## src/rtl/neuron.sv

```systemverilog
// neuron -- single trainable neuron with serial multiply-accumulate.
//
// Forward pass: latches N unsigned Q0.8 inputs, accumulates w[i]*x[i] one
// index per cycle, then presents sat16(acc >>> 8) as a signed Q8.8 result.
// Training pass (when en is high at the result handshake): accepts a
// signed Q8.8 gradient, and for each index computes the upstream feedback
// from the old weight and then applies the weight update.
//
// Ports:
//   clk, rst          clock, synchronous active-high reset
//   en                training enable, sampled on the result handshake
//   arg_stb/rdy/dat   input vector handshake (N x 8-bit unsigned)
//   res_stb/rdy/dat   weighted-sum result handshake (16-bit signed Q8.8)
//   err_stb/rdy/dat   gradient handshake (16-bit signed Q8.8)
//   fbk_stb/rdy/dat   per-input feedback handshake (N x 16-bit signed Q8.8)
module neuron #(
    parameter int N    = 4,
    parameter int RATE = 0
) (
    input  logic            clk,
    input  logic            rst,
    input  logic            en,
    input  logic            arg_stb,
    input  logic [8*N-1:0]  arg_dat,
    output logic            arg_rdy,
    output logic            res_stb,
    output logic [15:0]     res_dat,
    input  logic            res_rdy,
    input  logic            err_stb,
    input  logic [15:0]     err_dat,
    output logic            err_rdy,
    output logic            fbk_stb,
    output logic [16*N-1:0] fbk_dat,
    input  logic            fbk_rdy
);
    localparam int DATA_W = 8;
    localparam int COEF_W = 16;
    localparam int PROD_W = COEF_W + DATA_W + 1;
    localparam int IDX_W  = $clog2(N);
    localparam int ACC_W  = PROD_W + $clog2(N);

    typedef enum logic [2:0] {ARG, MAC, RES, ERR, UPD, FBK} state_t;

    state_t                     state, state_next;
    logic        [IDX_W-1:0]    idx;
    logic signed [ACC_W-1:0]    acc;
    logic signed [COEF_W-1:0]   err;
    logic signed [COEF_W-1:0]   w   [N];
    logic signed [COEF_W-1:0]   fb  [N];
    logic        [DATA_W-1:0]   x   [N];

    logic                       last;
    logic signed [COEF_W-1:0]   mul_a;
    logic signed [DATA_W:0]     mul_b;
    logic signed [PROD_W-1:0]   prod;
    logic signed [PROD_W-1:0]   delta;
    logic signed [31:0]         fb_prod;

    // Clamp a wide signed value to the signed 16-bit range.
    function automatic logic signed [15:0] sat16(input logic signed [39:0] v);
        if (v > 40'sd32767)
            return 16'sh7FFF;
        else if (v < -40'sd32768)
            return 16'sh8000;
        else
            return v[15:0];
    endfunction

    assign last = (idx == IDX_W'(N - 1));

    // One 16x9 multiplier serves both passes: weight*x while accumulating,
    // err*x while updating weights. x is zero-extended to keep it unsigned.
    assign mul_a   = (state == UPD) ? err : w[idx];
    assign mul_b   = {1'b0, x[idx]};
    assign prod    = PROD_W'(mul_a) * PROD_W'(mul_b);
    assign delta   = prod >>> (8 + RATE);
    assign fb_prod = 32'(err) * 32'(w[idx]);

    assign arg_rdy = (state == ARG);
    assign res_stb = (state == RES);
    assign err_rdy = (state == ERR);
    assign fbk_stb = (state == FBK);
    assign res_dat = sat16(40'(acc >>> 8));

    for (genvar g = 0; g < N; g++) begin : g_fbk
        assign fbk_dat[16*g +: 16] = fb[g];
    end

    always_comb begin
        state_next = state;
        case (state)
            ARG: if (arg_stb) state_next = MAC;
            MAC: if (last) state_next = RES;
            RES: if (res_rdy) state_next = en ? ERR : ARG;
            ERR: if (err_stb) state_next = UPD;
            UPD: if (last) state_next = FBK;
            FBK: if (fbk_rdy) state_next = ARG;
            default: state_next = ARG;
        endcase
    end

    always_ff @(posedge clk) begin
        if (rst) begin
            state <= ARG;
            idx   <= '0;
            acc   <= '0;
            err   <= '0;
            for (int i = 0; i < N; i++) begin
                w[i]  <= '0;
                fb[i] <= '0;
            end
        end else begin
            state <= state_next;
            case (state)
                ARG: if (arg_stb) begin
                    acc <= '0;
                    idx <= '0;
                end
                // Stage MAC: accumulate one product per cycle
                MAC: begin
                    acc <= acc + ACC_W'(prod);
                    idx <= last ? '0 : idx + 1'b1;
                end
                ERR: if (err_stb) begin
                    err <= err_dat;
                    idx <= '0;
                end
                // Stage UPD: feedback uses the weight before it is overwritten
                UPD: begin
                    fb[idx] <= sat16(40'(fb_prod >>> 8));
                    w[idx]  <= sat16(40'(w[idx]) - 40'(delta));
                    idx     <= last ? '0 : idx + 1'b1;
                end
                default: ;
            endcase
        end
    end

    // Input vector register: data only, no reset needed
    always_ff @(posedge clk) begin
        if (state == ARG && arg_stb) begin
            for (int i = 0; i < N; i++)
                x[i] <= arg_dat[8*i +: 8];
        end
    end

endmodule

```

## config.mk

```make
export PLATFORM = sky130hd
export DESIGN_NAME = neuron
export DESIGN_NICKNAME = d
export VERILOG_FILES = /design/src/rtl/neuron.sv
export SDC_FILE = /design/constraint.sdc
export NUM_CORES = 1
export LEC_CHECK = 0
export CORE_MARGIN = 2
export CORE_UTILIZATION = 60
export DETAILED_ROUTE_END_ITERATION = 7
export PLACE_DENSITY = 0.86
export SYNTH_ARGS = -nofsm -noshare
export SYNTH_HDL_FRONTEND = slang
export SYNTH_SLANG_ARGS = --single-unit
```

## constraint.sdc

```tcl
create_clock -name clk -period 12.4 [get_ports clk]
set_clock_uncertainty 0.2 [all_clocks]
set_input_delay 1.24 -clock clk [delete_from_list [all_inputs] [get_ports clk]]
set_output_delay 1.24 -clock clk [all_outputs]
set_load 0.05 [all_outputs]
```

==> summary.md <==
| Metric | Value |
|---|---|
| Avg WL per Cell | `approximately 20 um` |
| Seq. cell area | `approximately 5800 um^2` |
| Rel. slew slack | `~22%` |
| DR vias | `19400` |
| Share of layout cells above drive strength 1 | `4.50%` |
| Synth Cell Area | `25100 um^2` |
| WL final | `~65000 um` |
| Hold Crit Endpoint | `acc[2]` |
| Placeable Area | `a little over 40000 um^2` |
| Synth Register Bits | `210` |
| Tcrit/Tclk final | `83.2%` |
| Clock transition at path regs | `roughly 60 ps` |
| Synth top area cells | `fa_1 29%, edfxtp_1 19%, ha_1 8.6%` |
| Max_cap viols | `0` |
| Die H | `209 um` |
| Post-synth net total | `~3200` |
| Root buffer cell | `clkbuf_16` |
| Multi-input logic area | `17000 um^2` |
| Synth Area per Inst | `about 9.5 um^2` |
| Reg2Reg Setup Slack | `2090 ps` |
| Leading area contributor after synthesis | `fa_1` |
| Cell variety after synth | `67` |
| Post-route DRC | `0` |
| Setup violators final | `0` |
| EDFF count, synth | `160` |
| Outcome | `complete, no violations` |
| Post-CTS Setup Bufs | `0` |
| Arrival time worst endpoint | `~10000 ps` |
| Fmax | `approximately 97 MHz` |
| Worst Hold Launch | `acc[2]` |
| Crit Path Category | `reg -> reg` |
| IO Pins | `roughly 140` |
| Worst r2r path cells | `29` |
| Die span in x | `around 210 um` |
| CTS Hold Bufs | `0` |
| Final Max Slew Viols | `0` |
| Final net count | `roughly 3300` |
| Synth-to-layout area growth | `10.8%` |
| TritonRoute pass-1 iters | `6` |
| CTS HTree Levels | `1` |
| Pin count of the biggest net entering global routing | `slightly above 60` |
| Initial antenna violation count | `1` |
| CTS tree | `done` |
| Most frequent cell after synthesis | `inv_1` |
| YS warnings | `0` |
| # clock sinks | `210` |
| Slowest stage delay, CP | `~980 ps` |
| Hold Path Class | `reg -> reg` |
| 1st-iter DRT viols | `between 1500 and 2000` |
| Reg2Reg Capture Point | `w[1][11]` |
| Max FO, Critical Path | `33` |
| Ys flop type | `edfxtp_1` |
| Final ANT Viol Nets | `0` |
| Endpoint type of the worst setup path | `flop` |
| CP Data Required Time | `12540 ps` |
| Latest clock arrival within the worst-skew pair | `between 500 and 600 ps` |
| Sequential share of the synthesized area | `a little under a quarter` |
| Vias in the first global route | `20500` |
| Top cells by instance count after synthesis | `518 x inv_1, 365 x fa_1, 322 x nand2_1` |
| Routability congestion estimate from global placement | `about 0.95` |
| Total Routing Usage GR | `a little under a third` |
| CP Launch Type | `flop` |
| Ant. Diodes | `0` |
| Mapped Cells | `about 2700` |
| Grt ovf | `0` |
| Post-cts resize count | `0` |
| Fin Setup TNS | `0 ps` |
| Post-DP HPWL | `between 40000 and 50000 um` |
| Worst path slowest cell | `dfxtp_2` |
| CTS buffer count | `25` |
| Via/cell ratio | `around 6` |
| Clk buf depth | `3` |
| I/O Buffers | `138` |
| Unrepaired setup endpoints after global routing | `false` |
| Die area | `roughly 44000 um^2` |
| Initial core utilization | `around 60%` |
| Number of cells on the worst hold path | `2` |
| Worst-margin pin slew | `about 1200 ps` |
| Global-route wire length before repair | `106000 um` |
| Area share of the largest cell type after synthesis | `between 20 and 30%` |
| Fillers | `3058` |
| Tmin final | `roughly 10000 ps` |
| Final Hold Fails | `0` |
| Async set-reset flop share out of synthesis | `0%` |
| Site Rows | `74` |
## cell usage in the layout, fill, tap and decap left out, types with 8 or more instances in the layout
| cell type | instances |
|---|---|
| a31oi_1 | 12 |
| o22ai_1 | 13 |
| edfxtp_1 | 160 |
| xor2_1 | 23 |
| nand3_1 | 26 |
| xnor2_1 | 65 |
| buf_4 | 28 |
| nor2_1 | 151 |
| o21bai_1 | 11 |
| or2_2 | 8 |
| fa_1 | 365 |
| nand2_1 | 322 |
| nor3_1 | 24 |
| inv_1 | 518 |
| clkdlybuf4s50_1 | 137 |
| nand4_1 | 8 |
| mux2i_1 | 22 |
| nand2b_1 | 28 |
| and2_1 | 147 |
| o21a_1 | 30 |
| a211oi_1 | 10 |
| a22oi_1 | 9 |
| a21o_1 | 32 |
| a21oi_1 | 84 |
| mux4_2 | 18 |
| mux2_2 | 18 |
| ha_1 | 173 |
| nor2b_1 | 51 |
| o21ai_0 | 53 |
| dfxtp_1 | 49 |
| o21ai_1 | 38 |
| clkbuf_16 | 25 |
## worst max-delay path: cells and delay by family (launching register included)
family / cells / cell delay (ps)
xor gates and xnor gates: 1 / 220
buffers and inverters: 4 / 260
adders and majority gates: 6 / 2440
AOI/OAI and AO/OA: 12 / 3770
muxes: 2 / 1380
DFF: 1 / 980
and+or+nand+nor: 4 / 820
## flip-flops by register name, summed over array words and instances (netlist names), named ones only
name,cells
state,3
acc,27
idx,2
fb,64
w,64
err,16
x,32
## routing by layer
layer  vias up  share of wire (%)  routed length, um  global-route usage (%)
li1       8547                  -                  -                       -
met2      1005                 48              31100                    50.9
met5         -              0.017                 11                       0
met3       228                9.8               6430                    6.09
met1      9601                 38              24800                    40.0
met4         2                4.6               3030                    13.4
## cell families after synthesis
logic type / after synthesis / share of synthesized area [%]
simple gates: 801 / 15.1
buf+inv: 626 / 9.39
mux: 61 / 3.43
compound gates: 330 / 8.21
flops: 210 / 23.1
xor+xnor: 88 / 3.07
fa+ha+maj: 538 / 37.7
## worst max-delay path by stage
stage | start | endpoint | slack, ps | depth (start not counted)
2_1_floorplan | flop | fb[3][0] | 3770 | 25
3_3_place_gp | flop | w[1][3] | 2800 | 32
3_5_place_dp | flop | w[1][9] | 2430 | 29
4_1_cts | flop | w[1][11] | 2280 | 29
5_1_grt | flop | w[1][11] | 1380 | 31
6_report | flop | w[1][11] | 2090 | 29
## metrics by stage
stage	worst slack [ps]	util (%)	hold WS [ps]	instances	cell area [um^2]
3_3_place_gp	2800	65.6	256	3244	27000
3_5_place_dp	2430	65.6	271	3244	27000
6_report	2090	67.7	274	3287	27800
2_1_floorplan	3770	-	248	2654	25100
5_1_grt	1380	67.7	293	3287	27800
4_1_cts	2280	67.7	278	3287	27800
## area by class of cell
type	count	area share [%]
clock buffer	25	2.25
clock inverter	18	0.778
inverter	518	6.99
multi-input combinational	1818	61.0
sequential	210	20.9
tap	532	2.39
timing repair buffer	166	5.70
Power is not shown: default switching activity piles up to over one toggle a cycle in this logic, so the estimate is an artifact.
